File: src/rtl/cpu_pkg.sv
// Shared opcode values, sequencer state encoding and instruction classes for the CPU control unit.
package cpu_pkg;

    localparam logic [4:0] OP_LD   = 5'd0;
    localparam logic [4:0] OP_LDI  = 5'd1;
    localparam logic [4:0] OP_ST   = 5'd2;
    localparam logic [4:0] OP_ADD  = 5'd3;
    localparam logic [4:0] OP_SUB  = 5'd4;
    localparam logic [4:0] OP_AND  = 5'd5;
    localparam logic [4:0] OP_OR   = 5'd6;
    localparam logic [4:0] OP_SHR  = 5'd7;
    localparam logic [4:0] OP_SHRA = 5'd8;
    localparam logic [4:0] OP_SHL  = 5'd9;
    localparam logic [4:0] OP_ROR  = 5'd10;
    localparam logic [4:0] OP_ROL  = 5'd11;
    localparam logic [4:0] OP_ADDI = 5'd12;
    localparam logic [4:0] OP_ANDI = 5'd13;
    localparam logic [4:0] OP_ORI  = 5'd14;
    localparam logic [4:0] OP_MUL  = 5'd15;
    localparam logic [4:0] OP_DIV  = 5'd16;
    localparam logic [4:0] OP_NEG  = 5'd17;
    localparam logic [4:0] OP_NOT  = 5'd18;
    localparam logic [4:0] OP_BR   = 5'd19;
    localparam logic [4:0] OP_JR   = 5'd20;
    localparam logic [4:0] OP_JAL  = 5'd21;
    localparam logic [4:0] OP_IN   = 5'd22;
    localparam logic [4:0] OP_OUT  = 5'd23;
    localparam logic [4:0] OP_MFHI = 5'd24;
    localparam logic [4:0] OP_MFLO = 5'd25;
    localparam logic [4:0] OP_NOP  = 5'd26;
    localparam logic [4:0] OP_HALT = 5'd27;

    typedef enum logic [3:0] {
        S_RESET, T0, T1, T2, T3, T4, T5, T6, T7, S_PAUSE, S_HALT
    } state_t;

    typedef enum logic [3:0] {
        C_RTYPE, C_ITYPE, C_UNARY, C_MULDIV, C_LD, C_LDI, C_ST, C_BR,
        C_JR, C_JAL, C_IN, C_OUT, C_MFHI, C_MFLO, C_NOP, C_HALT
    } op_class_t;

endpackage

File: src/rtl/control_unit_if.sv
// Control bundle between the sequencer and the datapath; mem_ready exists only with CU_MEM_WAIT_EN.
interface control_unit_if #(
    parameter int OPW  = 5,
    parameter int NREG = 16
);
    logic [OPW-1:0]  opcode;
    logic            con_ff;
    logic            stop;
`ifdef CU_MEM_WAIT_EN
    logic            mem_ready;
`endif
    logic            run;
    logic            Read, Write, IncPC, CONin;
    logic            PC_enable, Z_enable, MDR_enable, MAR_enable, Y_enable;
    logic            HI_enable, LO_enable, IR_enable, OutPort_enable;
    logic            PCout, ZHighout, ZLowout, HIout, LOout, MDRout, InPortout, Cout, BAout;
    logic            Gra, Grb, Grc, Rin, Rout;
    logic [NREG-1:0] R0_15_in_enable_out;

    modport master (
`ifdef CU_MEM_WAIT_EN
        input  mem_ready,
`endif
        input  opcode, con_ff, stop,
        output run, Read, Write, IncPC, CONin,
        output PC_enable, Z_enable, MDR_enable, MAR_enable, Y_enable,
        output HI_enable, LO_enable, IR_enable, OutPort_enable,
        output PCout, ZHighout, ZLowout, HIout, LOout, MDRout, InPortout, Cout, BAout,
        output Gra, Grb, Grc, Rin, Rout, R0_15_in_enable_out
    );

    modport slave (
`ifdef CU_MEM_WAIT_EN
        output mem_ready,
`endif
        output opcode, con_ff, stop,
        input  run, Read, Write, IncPC, CONin,
        input  PC_enable, Z_enable, MDR_enable, MAR_enable, Y_enable,
        input  HI_enable, LO_enable, IR_enable, OutPort_enable,
        input  PCout, ZHighout, ZLowout, HIout, LOout, MDRout, InPortout, Cout, BAout,
        input  Gra, Grb, Grc, Rin, Rout, R0_15_in_enable_out
    );
endinterface

File: src/rtl/cu_opclass.sv
// Combinational opcode-to-class decoder; unassigned opcodes 28..31 fall into the nop class.
module cu_opclass
    import cpu_pkg::*;
#(
    parameter int OPW = 5
) (
    input  logic [OPW-1:0] opcode,
    output op_class_t      op_class
);

    always_comb begin
        op_class = C_NOP;
        case (opcode)
            OP_LD:                                   op_class = C_LD;
            OP_LDI:                                  op_class = C_LDI;
            OP_ST:                                   op_class = C_ST;
            OP_ADD, OP_SUB, OP_AND, OP_OR, OP_SHR,
            OP_SHRA, OP_SHL, OP_ROR, OP_ROL:         op_class = C_RTYPE;
            OP_ADDI, OP_ANDI, OP_ORI:                op_class = C_ITYPE;
            OP_MUL, OP_DIV:                          op_class = C_MULDIV;
            OP_NEG, OP_NOT:                          op_class = C_UNARY;
            OP_BR:                                   op_class = C_BR;
            OP_JR:                                   op_class = C_JR;
            OP_JAL:                                  op_class = C_JAL;
            OP_IN:                                   op_class = C_IN;
            OP_OUT:                                  op_class = C_OUT;
            OP_MFHI:                                 op_class = C_MFHI;
            OP_MFLO:                                 op_class = C_MFLO;
            OP_HALT:                                 op_class = C_HALT;
            default:                                 op_class = C_NOP;
        endcase
    end

endmodule

File: src/rtl/control_unit.sv
// Hardwired Moore sequencer driving every datapath control strobe: fetch T0-T2, per-class execute T3-T7.
// Optional macro CU_MEM_WAIT_EN stretches Read/Write steps until mem_ready.
module control_unit
    import cpu_pkg::*;
#(
    parameter int OPW  = 5,
    parameter int NREG = 16
) (
    input  logic           clk,
    input  logic           clr,
    control_unit_if.master bus
);

    state_t    state_q, state_d;
    op_class_t cls_q, cls_d, cls;
    logic      last, mem_ok;

    cu_opclass #(.OPW(OPW)) u_opclass (
        .opcode   (bus.opcode),
        .op_class (cls_d)
    );

`ifdef CU_MEM_WAIT_EN
    assign mem_ok = bus.mem_ready;
`else
    assign mem_ok = 1'b1;
`endif

    // T3 decodes straight from the opcode; later steps use the class captured at T3
    assign cls = (state_q == T3) ? cls_d : cls_q;

    always_ff @(posedge clk) begin
        if (clr) begin
            state_q <= S_RESET;
            cls_q   <= C_NOP;
        end else begin
            state_q <= state_d;
            if (state_q == T3)
                cls_q <= cls_d;
        end
    end

    always_comb begin
        state_d = state_q;
        last    = 1'b0;
        case (state_q)
            S_RESET: state_d = T0;
            T0:      state_d = T1;
            T1:      if (mem_ok) state_d = T2;
            T2:      state_d = T3;
            T3: begin
                if (cls == C_HALT)
                    state_d = S_HALT;
                else if (cls inside {C_JR, C_IN, C_OUT, C_MFHI, C_MFLO, C_NOP})
                    last = 1'b1;
                else
                    state_d = T4;
            end
            T4:      if (cls inside {C_UNARY, C_JAL}) last = 1'b1; else state_d = T5;
            T5:      if (cls inside {C_RTYPE, C_ITYPE, C_LDI}) last = 1'b1; else state_d = T6;
            T6: begin
                if (cls inside {C_MULDIV, C_BR})
                    last = 1'b1;
                else if (cls != C_LD || mem_ok)
                    state_d = T7;
            end
            T7:      if (cls != C_ST || mem_ok) last = 1'b1;
            S_PAUSE: if (!bus.stop) state_d = T0;
            S_HALT:  state_d = S_HALT;
            default: state_d = S_RESET;
        endcase
        // stop is only honoured once the current instruction has fully retired
        if (last)
            state_d = bus.stop ? S_PAUSE : T0;
    end

    always_comb begin
        bus.run = !(state_q inside {S_RESET, S_PAUSE, S_HALT});
        bus.Read = 1'b0;      bus.Write = 1'b0;     bus.IncPC = 1'b0;     bus.CONin = 1'b0;
        bus.PC_enable = 1'b0; bus.Z_enable = 1'b0;  bus.MDR_enable = 1'b0;
        bus.MAR_enable = 1'b0; bus.Y_enable = 1'b0; bus.HI_enable = 1'b0;
        bus.LO_enable = 1'b0; bus.IR_enable = 1'b0; bus.OutPort_enable = 1'b0;
        bus.PCout = 1'b0;     bus.ZHighout = 1'b0;  bus.ZLowout = 1'b0;   bus.HIout = 1'b0;
        bus.LOout = 1'b0;     bus.MDRout = 1'b0;    bus.InPortout = 1'b0;
        bus.Cout = 1'b0;      bus.BAout = 1'b0;
        bus.Gra = 1'b0;       bus.Grb = 1'b0;       bus.Grc = 1'b0;       bus.Rin = 1'b0;
        bus.Rout = 1'b0;
        bus.R0_15_in_enable_out = '0;
        case (state_q)
            T0: begin bus.PCout = 1'b1; bus.MAR_enable = 1'b1; bus.IncPC = 1'b1; bus.PC_enable = 1'b1; end
            T1: begin bus.Read = 1'b1; bus.MDR_enable = 1'b1; end
            T2: begin bus.MDRout = 1'b1; bus.IR_enable = 1'b1; end
            T3: case (cls)
                C_RTYPE, C_ITYPE: begin bus.Grb = 1'b1; bus.Rout = 1'b1; bus.Y_enable = 1'b1; end
                C_UNARY:          begin bus.Grb = 1'b1; bus.Rout = 1'b1; bus.Z_enable = 1'b1; end
                C_MULDIV:         begin bus.Gra = 1'b1; bus.Rout = 1'b1; bus.Y_enable = 1'b1; end
                C_LD, C_LDI, C_ST: begin bus.Grb = 1'b1; bus.BAout = 1'b1; bus.Y_enable = 1'b1; end
                C_BR:             begin bus.Gra = 1'b1; bus.Rout = 1'b1; bus.CONin = 1'b1; end
                C_JR:             begin bus.Gra = 1'b1; bus.Rout = 1'b1; bus.PC_enable = 1'b1; end
                C_JAL:            begin bus.PCout = 1'b1; bus.R0_15_in_enable_out[NREG-1] = 1'b1; end
                C_IN:             begin bus.InPortout = 1'b1; bus.Gra = 1'b1; bus.Rin = 1'b1; end
                C_OUT:            begin bus.Gra = 1'b1; bus.Rout = 1'b1; bus.OutPort_enable = 1'b1; end
                C_MFHI:           begin bus.HIout = 1'b1; bus.Gra = 1'b1; bus.Rin = 1'b1; end
                C_MFLO:           begin bus.LOout = 1'b1; bus.Gra = 1'b1; bus.Rin = 1'b1; end
                default: ;
            endcase
            T4: case (cls)
                C_RTYPE:          begin bus.Grc = 1'b1; bus.Rout = 1'b1; bus.Z_enable = 1'b1; end
                C_ITYPE, C_LD, C_LDI, C_ST: begin bus.Cout = 1'b1; bus.Z_enable = 1'b1; end
                C_UNARY:          begin bus.ZLowout = 1'b1; bus.Gra = 1'b1; bus.Rin = 1'b1; end
                C_MULDIV:         begin bus.Grb = 1'b1; bus.Rout = 1'b1; bus.Z_enable = 1'b1; end
                C_BR:             begin bus.PCout = 1'b1; bus.Y_enable = 1'b1; end
                C_JAL:            begin bus.Gra = 1'b1; bus.Rout = 1'b1; bus.PC_enable = 1'b1; end
                default: ;
            endcase
            T5: case (cls)
                C_RTYPE, C_ITYPE, C_LDI: begin bus.ZLowout = 1'b1; bus.Gra = 1'b1; bus.Rin = 1'b1; end
                C_MULDIV:         begin bus.ZLowout = 1'b1; bus.LO_enable = 1'b1; end
                C_LD, C_ST:       begin bus.ZLowout = 1'b1; bus.MAR_enable = 1'b1; end
                C_BR:             begin bus.Cout = 1'b1; bus.Z_enable = 1'b1; end
                default: ;
            endcase
            T6: case (cls)
                C_MULDIV:         begin bus.ZHighout = 1'b1; bus.HI_enable = 1'b1; end
                C_LD:             begin bus.Read = 1'b1; bus.MDR_enable = 1'b1; end
                C_ST:             begin bus.Gra = 1'b1; bus.Rout = 1'b1; bus.MDR_enable = 1'b1; end
                C_BR:             begin bus.ZLowout = bus.con_ff; bus.PC_enable = bus.con_ff; end
                default: ;
            endcase
            T7: case (cls)
                C_LD:             begin bus.MDRout = 1'b1; bus.Gra = 1'b1; bus.Rin = 1'b1; end
                C_ST:             bus.Write = 1'b1;
                default: ;
            endcase
            default: ;
        endcase
    end

endmodule

File: src/flat_wrapper.sv
// flat-port wrapper written by rule: the top's interface ports become plain ports
module control_unit_flat import cpu_pkg::*;
#(
    parameter int OPW  = 5,
    parameter int NREG = 16
)
  (clk, clr, bus_opcode, bus_con_ff, bus_stop, bus_run, bus_Read, bus_Write, bus_IncPC, bus_CONin, bus_PC_enable, bus_Z_enable, bus_MDR_enable, bus_MAR_enable, bus_Y_enable, bus_HI_enable, bus_LO_enable, bus_IR_enable, bus_OutPort_enable, bus_PCout, bus_ZHighout, bus_ZLowout, bus_HIout, bus_LOout, bus_MDRout, bus_InPortout, bus_Cout, bus_BAout, bus_Gra, bus_Grb, bus_Grc, bus_Rin, bus_Rout, bus_R0_15_in_enable_out);
  control_unit_if #(.OPW(OPW), .NREG(NREG)) bus_i ();
  input  logic clk;
  input  logic clr;
  input wire logic [$bits(bus_i.opcode)-1:0] bus_opcode;
  input wire logic [$bits(bus_i.con_ff)-1:0] bus_con_ff;
  input wire logic [$bits(bus_i.stop)-1:0] bus_stop;
  output wire logic [$bits(bus_i.run)-1:0] bus_run;
  output wire logic [$bits(bus_i.Read)-1:0] bus_Read;
  output wire logic [$bits(bus_i.Write)-1:0] bus_Write;
  output wire logic [$bits(bus_i.IncPC)-1:0] bus_IncPC;
  output wire logic [$bits(bus_i.CONin)-1:0] bus_CONin;
  output wire logic [$bits(bus_i.PC_enable)-1:0] bus_PC_enable;
  output wire logic [$bits(bus_i.Z_enable)-1:0] bus_Z_enable;
  output wire logic [$bits(bus_i.MDR_enable)-1:0] bus_MDR_enable;
  output wire logic [$bits(bus_i.MAR_enable)-1:0] bus_MAR_enable;
  output wire logic [$bits(bus_i.Y_enable)-1:0] bus_Y_enable;
  output wire logic [$bits(bus_i.HI_enable)-1:0] bus_HI_enable;
  output wire logic [$bits(bus_i.LO_enable)-1:0] bus_LO_enable;
  output wire logic [$bits(bus_i.IR_enable)-1:0] bus_IR_enable;
  output wire logic [$bits(bus_i.OutPort_enable)-1:0] bus_OutPort_enable;
  output wire logic [$bits(bus_i.PCout)-1:0] bus_PCout;
  output wire logic [$bits(bus_i.ZHighout)-1:0] bus_ZHighout;
  output wire logic [$bits(bus_i.ZLowout)-1:0] bus_ZLowout;
  output wire logic [$bits(bus_i.HIout)-1:0] bus_HIout;
  output wire logic [$bits(bus_i.LOout)-1:0] bus_LOout;
  output wire logic [$bits(bus_i.MDRout)-1:0] bus_MDRout;
  output wire logic [$bits(bus_i.InPortout)-1:0] bus_InPortout;
  output wire logic [$bits(bus_i.Cout)-1:0] bus_Cout;
  output wire logic [$bits(bus_i.BAout)-1:0] bus_BAout;
  output wire logic [$bits(bus_i.Gra)-1:0] bus_Gra;
  output wire logic [$bits(bus_i.Grb)-1:0] bus_Grb;
  output wire logic [$bits(bus_i.Grc)-1:0] bus_Grc;
  output wire logic [$bits(bus_i.Rin)-1:0] bus_Rin;
  output wire logic [$bits(bus_i.Rout)-1:0] bus_Rout;
  output wire logic [$bits(bus_i.R0_15_in_enable_out)-1:0] bus_R0_15_in_enable_out;
  assign bus_i.opcode = bus_opcode;
  assign bus_i.con_ff = bus_con_ff;
  assign bus_i.stop = bus_stop;
  assign bus_run = bus_i.run;
  assign bus_Read = bus_i.Read;
  assign bus_Write = bus_i.Write;
  assign bus_IncPC = bus_i.IncPC;
  assign bus_CONin = bus_i.CONin;
  assign bus_PC_enable = bus_i.PC_enable;
  assign bus_Z_enable = bus_i.Z_enable;
  assign bus_MDR_enable = bus_i.MDR_enable;
  assign bus_MAR_enable = bus_i.MAR_enable;
  assign bus_Y_enable = bus_i.Y_enable;
  assign bus_HI_enable = bus_i.HI_enable;
  assign bus_LO_enable = bus_i.LO_enable;
  assign bus_IR_enable = bus_i.IR_enable;
  assign bus_OutPort_enable = bus_i.OutPort_enable;
  assign bus_PCout = bus_i.PCout;
  assign bus_ZHighout = bus_i.ZHighout;
  assign bus_ZLowout = bus_i.ZLowout;
  assign bus_HIout = bus_i.HIout;
  assign bus_LOout = bus_i.LOout;
  assign bus_MDRout = bus_i.MDRout;
  assign bus_InPortout = bus_i.InPortout;
  assign bus_Cout = bus_i.Cout;
  assign bus_BAout = bus_i.BAout;
  assign bus_Gra = bus_i.Gra;
  assign bus_Grb = bus_i.Grb;
  assign bus_Grc = bus_i.Grc;
  assign bus_Rin = bus_i.Rin;
  assign bus_Rout = bus_i.Rout;
  assign bus_R0_15_in_enable_out = bus_i.R0_15_in_enable_out;
  control_unit #(.OPW(OPW), .NREG(NREG)) u_core (.clk(clk), .clr(clr), .bus(bus_i));
endmodule
File: config.mk
export PLATFORM = sky130hd
export DESIGN_NAME = control_unit_flat
export DESIGN_NICKNAME = d
export VERILOG_FILES = /design/src/rtl/cpu_pkg.sv /design/src/rtl/control_unit_if.sv /design/src/rtl/cu_opclass.sv /design/src/rtl/control_unit.sv /design/src/flat_wrapper.sv
export SDC_FILE = /design/constraint.sdc
export NUM_CORES = 1
export LEC_CHECK = 0
export BUFFER_PORTS_ARGS = -buffer_cell sky130_fd_sc_hd__buf_4
export CAP_MARGIN = 10
export CORE_MARGIN = 2
export CORE_UTILIZATION = 30
export CTS_CLUSTER_SIZE = 14
export DETAILED_ROUTE_END_ITERATION = 12
export HOLD_SLACK_MARGIN = 0.12
export PLACE_DENSITY_LB_ADDON = 0.3
export RECOVER_POWER = 100
export SLEW_MARGIN = 20
export SYNTH_ARGS = -nofsm -noshare
export SYNTH_HDL_FRONTEND = slang
export SYNTH_SLANG_ARGS = --single-unit
export TNS_END_PERCENT = 50
File: constraint.sdc
create_clock -name clk -period 4.74 [get_ports clk]
set_clock_uncertainty 0.2 [all_clocks]
set_input_delay 0.474 -clock clk [delete_from_list [all_inputs] [get_ports clk]]
set_output_delay 0.474 -clock clk [all_outputs]
set_load 0.05 [all_outputs]
==> flow_metrics.tcl, run 1 <==
set metrics [dict create \
    area_growth_pct 8.99 \
    reg2regPathDepth 6 \
    core_area_mm2 0.00482 \
    die_y_um 75.4 \
    min_path_cells 2 \
    multi_input_area_mm2 0.00116 \
    start_util 0.318 \
    postSynth.asyncResetShare 0 \
    netlist_instances 218 \
    setup_viol 0 \
    globalplace.congestion 0.900 \
    drive_above_1_share 0.120 \
    cpMaxStageDelayCell "or4b_1" \
    ir_drop_v 0.000104 \
    clkTransAtPathRegs_ns 0.04 \
    worst_slack_ns 0.672 \
    final_cell_area_mm2 0.00167 \
    worstSetupPathDepth 7 \
    h-tree-depth 1 \
    max_stage_delay_ns 0.75 \
    power.total_w 0.000331 \
    finish.utilization 0.346 \
    dr.pass1.iters 4 \
    drc 0 \
    drtIter0Drc 170 \
    cts.sinks 8 \
    dieArea_mm2 0.00569 \
    cp_cell_sequence "or4b_1 -> nand2b_1 -> a21boi_0 -> nand2b_1 -> o31ai_1 -> a21o_1 -> clkbuf_1" \
    tns_ns 0 \
    final_cell_mix "nor2_1 (22), clkbuf_1 (22), nand2_1 (17)" \
    ys_ff_latch 8 \
    clock.fmax_mhz 246 \
    grt_max_degree 21 \
    drtAntennaViolNets 0 \
    grt_overflow 0 \
    period_share 0.858 \
    syn_area_mm2 0.00153 \
    hold_violations 0 \
    routedWlPerCell_um 14.6 \
    cts_buffers 3 \
    worstPathArrival_ns 3.39 \
    syn_avg_cell_area_um2 7.02 \
    cp.required_ns 4.07 \
    ys_top_cells_by_area "dfxtp_1 (10%), buf_4 (8.3%), nor2_1 (5.4%)" \
    endpoint_kind "primary output" \
    fill_cells 551 \
    routed_via_density 5.48 \
    post_dp_cell_area_mm2 0.00175 \
    status "complete, no violations" \
    synth_top_cell_by_area "dfxtp_1" \
    maxCapViolations 0 \
    routed_wl_um 4510 \
    grtUsageTotal 0.160 \
    path_buf_inv 1 \
    critPathTopFamily "simple AND/OR/NAND/NOR gates" \
    grt_pass1_vias 1486 \
    post_cts_resized 0 \
    yosys_warnings 0 \
    grt_setup_unrepaired "no" \
    io_pins 53 \
    cts_tree "yes" \
    grt_pass1_wl_um 7250 \
    critPathLaunchType "flop" \
    p_leak_nw 0.607 \
    synth_ff_type "dfxtp_1" \
    crit_fanout 18 \
    worstSkewPairLatency_ns 0.22 \
    rrSetupSlack_ns 2.13 \
    p_per_area_mw_per_mm2 198 \
    ctsRootBufferMaster "clkbuf_8" \
    netlist.area_leader.share 0.105 \
    slew_headroom 0.401 \
    period_needed_ns 4.07 \
    dr_total_vias 1692 \
    drv_slew 0 \
    dp_slack_ns 1.51 \
    crit_type "reg -> out" \
    final_nets 257 \
    path_common_cell "nand2b_1" \
    worst_slew_pin_slew_ns 0.889 \
    synth.distinct_cells 63 \
    antenna_found_initial 0 \
    cts_hold_buffers 0 \
    synth_edf_count 0 \
    die_w_um 75.4 \
    diodes 0 \
    ys_seq_area_frac 0.105 \
    clk_path_buf_depth 2 \
    dpl.hpwl_um 3500 \
    cts_setup_buffers 0 \
    hold_path.class "in -> reg" \
    register_area_um2 160 \
    numPortBuffers 37 \
    fp-row-count 25 \
]
state kept, by name, indices dropped and copies added (netlist names):
| name | count |
|---|---|
| u_core.cls_q | 4 |
| u_core.state_q | 4 |
stage by stage:
stage | std cells | hold WS, ns
2_1_floorplan | 232 | 0.343
4_1_cts | 309 | 0.261
3_5_place_dp | 306 | 0.497
3_3_place_gp | 306 | 0.507
6_report | 309 | 0.258
5_1_grt | 309 | 0.280
metal layers:
| layer | GRT usage | part of all wire | vias to the layer above |
|---|---|---|---|
| met5 | 0 | 0 | - |
| met4 | 0.0370 | 0.018 | 0 |
| met3 | 0.0172 | 0.079 | 10 |
| met2 | 0.254 | 0.45 | 85 |
| met1 | 0.233 | 0.45 | 770 |
| li1 | - | - | 827 |
synth_stat cells (2+ instances only):
master	instances
a21o_1	2
a21oi_1	13
a31oi_1	4
a31oi_4	2
a32oi_1	2
and2_1	4
and3_1	3
buf_2	6
buf_4	17
buf_6	2
clkbuf_1	4
dfxtp_1	8
ha_1	4
inv_1	7
nand2_1	17
nand2b_1	9
nand3_1	11
nand3b_1	2
nand4_1	7
nor2_1	22
nor2b_1	3
nor3_1	9
nor3b_1	3
nor4bb_1	2
o211ai_1	3
o21ai_0	12
o31ai_1	2
xor2_1	3
cell type report:
type,count,area share
clock buffers,3,0.0248
flip-flops and latches,8,0.0960
repair buffers,37,0.117
multi-input cells,187,0.696
well taps,67,0.0503
inverters,7,0.0158
worst paths after layout:
path                                       start                        endpoint
hold reg to reg       u_core.cls_q[2]$_SDFF_PP1_      u_core.cls_q[2]$_SDFF_PP1_
setup reg to reg  u_core.state_q[2]$_SDFFE_PP0P_  u_core.state_q[3]$_SDFFE_PP0P_
setup / recovery  u_core.state_q[2]$_SDFFE_PP0P_                       bus_PCout
hold / removal                               clr  u_core.state_q[0]$_SDFFE_PP0P_
worst register-to-register path: cells and delay by family, from the launching register on:
family	cells	cell delay (ns)
compound gates	3	0.76
flops	1	0.65
simple gates	3	0.93
where the power goes:
part           internal, W  switching [W]  total [W]
clock network    0.0000549      0.0000251  0.0000800
registers        0.0000714      0.0000154  0.0000867
logic            0.0000416       0.000123   0.000164
kinds of logic (layout without fill, tap and decap cells):
group / after synthesis / count (layout) / synth area share
adders and majority gates: 4 / 4 / 0.0327
DFF: 8 / 8 / 0.105
buffers and inverters: 37 / 47 / 0.147
AOI/OAI and AO/OA: 65 / 65 / 0.332
other: 1 / 15 / 0.00245
xor gates and xnor gates: 3 / 3 / 0.0172
and+or+nand+nor: 99 / 99 / 0.356
muxes: 1 / 1 / 0.00736
Note: power is estimated with default switching activity, not from simulation.
==> inputs of run 2 (changes only) <==
--- a/config.mk
+++ b/config.mk
@@ -8,12 +8,13 @@
 export BUFFER_PORTS_ARGS = -buffer_cell sky130_fd_sc_hd__buf_4
 export CAP_MARGIN = 10
 export CORE_MARGIN = 2
-export CORE_UTILIZATION = 30
+export CORE_UTILIZATION = 50
 export CTS_CLUSTER_SIZE = 14
 export DETAILED_ROUTE_END_ITERATION = 12
 export HOLD_SLACK_MARGIN = 0.12
 export PLACE_DENSITY_LB_ADDON = 0.3
 export RECOVER_POWER = 100
+export SETUP_SLACK_MARGIN = 0.2
 export SLEW_MARGIN = 20
 export SYNTH_ARGS = -nofsm -noshare
 export SYNTH_HDL_FRONTEND = slang
==> run 2 against run 1 <==
- sequential power fell by 0.6%
- flip-flop and latch count did not move
- register-to-register slack lost 0.14 ns
- sequential share of layout area increased by 0.37 points
- largest cell class unchanged
- highest routed layer unchanged
==> flow_metrics.tcl, run 2 (synthesized netlist as in run 1, its figures left out) <==
set metrics [dict create \
    endpoint_kind "primary output" \
    clk_path_buf_depth 2 \
    final_nets 258 \
    die_w_um 59.3 \
    largestRegisters "u_core.cls_q x4, u_core.state_q x4" \
    cts_buffers 3 \
    numPortBuffers 37 \
    worstSkewPairLatency_ns 0.25 \
    die_y_um 59.3 \
    routedWlPerCell_um 14.8 \
    period_share 0.850 \
    dp.cells 273 \
    final_common_cell "clkbuf_1" \
    globalplace.congestion 0.874 \
    grtUsageTotal 0.235 \
    fp-row-count 20 \
    diodes 0 \
    drv_slew 0 \
    area_growth_pct 4.99 \
    grt_overflow 0 \
    cts_tree "yes" \
    drc 0 \
    worstPathArrival_ns 3.35 \
    drtIter0Drc 109 \
    status "complete, no violations" \
    routed_wl_um 4080 \
    ctsRootBufferMaster "clkbuf_4" \
    grt_pass1_vias 1340 \
    maxCapViolations 0 \
    cts_hold_buffers 0 \
    dieArea_mm2 0.00352 \
    antenna_found_initial 0 \
    io_pins 53 \
    hold_path.class "in -> reg" \
    routed_via_density 5.99 \
    core_area_mm2 0.00298 \
    cp.required_ns 4.07 \
    crit_fanout 18 \
    worst_slew_pin_slew_ns 0.768 \
    crit_type "reg -> out" \
    fill_cells 333 \
    critPathLaunchType "flop" \
    p_leak_nw 0.600 \
    stdcell_count 276 \
    grt_setup_unrepaired "no" \
    clock.fmax_mhz 248 \
    grt_pass1_wl_um 6470 \
    slew_headroom 0.482 \
    post_cts_resized 0 \
    cts.sinks 8 \
    p_per_area_mw_per_mm2 186 \
    ir_drop_v 0.000102 \
    dr_total_vias 1654 \
    dpl.hpwl_um 3090 \
    drtAntennaViolNets 0 \
    h-tree-depth 1 \
    drive_above_1_share 0.123 \
    grt_max_degree 21 \
    final_cell_mix "clkbuf_1 (23), nor2_1 (22), nand2_1 (17)" \
    clkTransAtPathRegs_ns 0.05 \
    period_needed_ns 4.03 \
    start_util 0.514 \
    hold_violations 0 \
    cts_setup_buffers 0 \
    setup_viol 0 \
    tns_ns 0 \
    dr.pass1.iters 5 \
]
run 2: per-layer routing:
layer,vias to the layer above,track usage,routed length (µm)
met5,-,0,0
met4,0,0.0357,14
met2,67,0.355,1880
met1,755,0.350,1950
li1,830,-,-
met3,2,0.0437,239
run 2: power breakdown:
group | leakage (nW) | switching, W | internal, W
combinational | 0.521 | 0.000120 | 0.0000431
clock | 0.0138 | 0.0000213 | 0.0000288
sequential | 0.0652 | 0.0000150 | 0.0000712
total | 0.600 | 0.000156 | 0.000143
run 2: layout make-up:
type	count	area, µm²	share of cell area
multi-input combinational	187	1160	0.720
sequential	8	160	0.0997
timing repair buffer	38	199	0.124
clock buffer	3	22.5	0.0140
inverter	7	26.3	0.0164
tap	33	41.3	0.0257
run 2: per-stage QoR:
| stage | utilization | instance area [µm²] | power (W) | setup WS, ns | hold WS [ns] |
|---|---|---|---|---|---|
| after floorplan | - | 1580 | 0.000232 | 1.38 | 0.343 |
| after global placement | 0.574 | 1710 | 0.000258 | 1.53 | 0.498 |
| after detailed placement | 0.574 | 1710 | 0.000259 | 1.51 | 0.504 |
| after CTS | 0.582 | 1730 | 0.000309 | 1.24 | 0.238 |
| after global routing | 0.539 | 1610 | 0.000318 | 0.551 | 0.244 |
| final | 0.539 | 1610 | 0.000299 | 0.712 | 0.237 |
run 2: worst paths after layout:
kind                                  start                        endpoint  slack, ns  depth (start not counted)
max          u_core.state_q[2]$_SDFFE_PP0P_                         bus_Grb       0.71                          7
min                                     clr      u_core.cls_q[0]$_SDFF_PP0_       0.24                          2
max reg2reg  u_core.state_q[2]$_SDFFE_PP0P_  u_core.state_q[3]$_SDFFE_PP0P_       1.99                          7
min reg2reg      u_core.cls_q[2]$_SDFF_PP1_      u_core.cls_q[2]$_SDFF_PP1_       0.59                          2
run 2: worst max-delay path, cell delays in order, from the launching register on:
cell and delay [ns]:
dfxtp_1 0.67, or4b_1 0.74, and2_0 0.33, a31oi_4 0.38, nand2b_1 0.22, nand3_1 0.11
a21oi_1 0.18, clkbuf_1 0.48
==> inputs of run 3 (changes only) <==
==> constraint.sdc (replaced) <==
create_clock -name clk -period 3.73 [get_ports clk]
set_clock_uncertainty 0.2 [all_clocks]
set_input_delay 0.373 -clock clk [delete_from_list [all_inputs] [get_ports clk]]
set_output_delay 0.373 -clock clk [all_outputs]
set_load 0.05 [all_outputs]
==> run 3 against run 2 <==
- design area rose by 6.7%
- register-to-register slack got worse by 0.80 ns
- combinational power rose by 45%
- die area did not move
- via count rose by 2.4%
- critical endpoint is now bus_BAout
- largest cell class unchanged
==> flow_metrics.tcl, run 3 (synthesized netlist as in run 1, its figures left out) <==
set metrics [dict create \
    critPathTopFamily "simple AND/OR/NAND/NOR gates" \
    clock.fmax_mhz 300 \
    cp_cell_sequence "or4b_1 -> and2_4 -> a31oi_4 -> nor2_1 -> nor2_1 -> clkbuf_1" \
    io_pins 53 \
    globalplace.congestion 0.916 \
    clkTransAtPathRegs_ns 0.05 \
    crit_fanout 12 \
    worstSkewPairLatency_ns 0.25 \
    fp-row-count 20 \
    fill_cells 322 \
    ir_drop_v 0.000144 \
    drtIter0Drc 96 \
    ctsRootBufferMaster "clkbuf_4" \
    multi_input_area_mm2 0.00119 \
    cts_tree "yes" \
    max_stage_delay_ns 0.80 \
    drv_slew 0 \
    path_buf_inv 1 \
    p_leak_nw 0.687 \
    routed_wl_um 4250 \
    drc 0 \
    largestRegisters "u_core.cls_q x4, u_core.state_q x4" \
    register_area_um2 160 \
    grt_overflow 0 \
    diodes 0 \
    cp.required_ns 3.16 \
    cts_buffers 3 \
    final_nets 264 \
    numPortBuffers 37 \
    drtAntennaViolNets 0 \
    slew_headroom 0.455 \
    grtUsageTotal 0.251 \
    antenna_found_initial 0 \
    cts_hold_buffers 0 \
    post_cts_resized 0 \
    die_y_um 59.3 \
    post_dp_cell_area_mm2 0.00176 \
    clk_path_buf_depth 2 \
    cts.sinks 8 \
    hold_violations 0 \
    hold_path.class "in -> reg" \
    crit_type "reg -> out" \
    path_common_cell "nor2_1" \
    routed_via_density 6.00 \
    grt_setup_unrepaired "no" \
    h-tree-depth 1 \
    area_growth_pct 12.0 \
    status "complete, no violations" \
    final_common_cell "buf_4" \
    cts_setup_buffers 0 \
    dr_total_vias 1693 \
    setup_viol 0 \
    drive_above_1_share 0.209 \
    cpMaxStageDelayCell "or4b_1" \
    grt_pass1_wl_um 6940 \
    grt_max_degree 20 \
    worst_slew_pin_slew_ns 0.818 \
    final_cell_area_mm2 0.00171 \
    period_share 0.895 \
    p_per_area_mw_per_mm2 230 \
    endpoint_kind "primary output" \
    critPathLaunchType "flop" \
    core_area_mm2 0.00298 \
    dr.pass1.iters 4 \
    start_util 0.514 \
    grt_pass1_vias 1460 \
    maxCapViolations 0 \
    die_w_um 59.3 \
    dieArea_mm2 0.00352 \
    tns_ns 0 \
    routedWlPerCell_um 15.1 \
    final_cell_mix "buf_4 (28), nor2_1 (22), nand2_1 (17)" \
    period_needed_ns 3.34 \
    worstPathArrival_ns 2.77 \
    dpl.hpwl_um 3260 \
]
run 3: changes by cell type in the layout (fill, tap and decap cells not counted), moves of 2 or more:
cell and delta:
and2_0 -2, buf_4 +13, clkbuf_1 -12, clkbuf_2 +5
run 3: per-layer routing:
layer  GRT usage  wire length, µm  vias up
li1            -                -      837
met3      0.0459              309        4
met2       0.374             1940       82
met4      0.0812               44        0
met5           0                0        -
met1       0.361             1950      770
run 3: report_power, final:
part           internal (W)  total [W]  switching [W]
combinational     0.0000648   0.000237       0.000172
clock             0.0000366  0.0000627      0.0000261
sequential        0.0000904  0.0000947     0.00000430
run 3: metrics by stage:
stage | utilization | hold slack, ns | power (W) | worst slack [ns] | std cells
4_1_cts | 0.597 | 0.138 | 0.000401 | 0.690 | 282
6_report | 0.576 | 0.144 | 0.000394 | 0.392 | 282
2_1_floorplan | - | 0.242 | 0.000295 | 0.525 | 232
3_3_place_gp | 0.589 | 0.403 | 0.000337 | 0.817 | 279
3_5_place_dp | 0.589 | 0.401 | 0.000337 | 0.833 | 279
5_1_grt | 0.576 | 0.129 | 0.000421 | 0.269 | 282
run 3: area by class of cell:
type	count	area share
inverter	7	0.0153
timing repair buffer	44	0.161
multi-input combinational	187	0.693
clock buffer	3	0.0131
sequential	8	0.0934
tap	33	0.0241
run 3: final timing paths:
kind	start	endpoint	slack, ns	depth (start not counted)
worst max-delay path	u_core.state_q[0]$_SDFFE_PP0P_	bus_BAout	0.39	6
worst min register to register	u_core.state_q[3]$_SDFFE_PP0P_	u_core.state_q[2]$_SDFFE_PP0P_	0.57	3
worst min-delay path	clr	u_core.state_q[3]$_SDFFE_PP0P_	0.14	2
worst max register to register	u_core.state_q[1]$_SDFFE_PP0P_	u_core.state_q[3]$_SDFFE_PP0P_	1.19	7
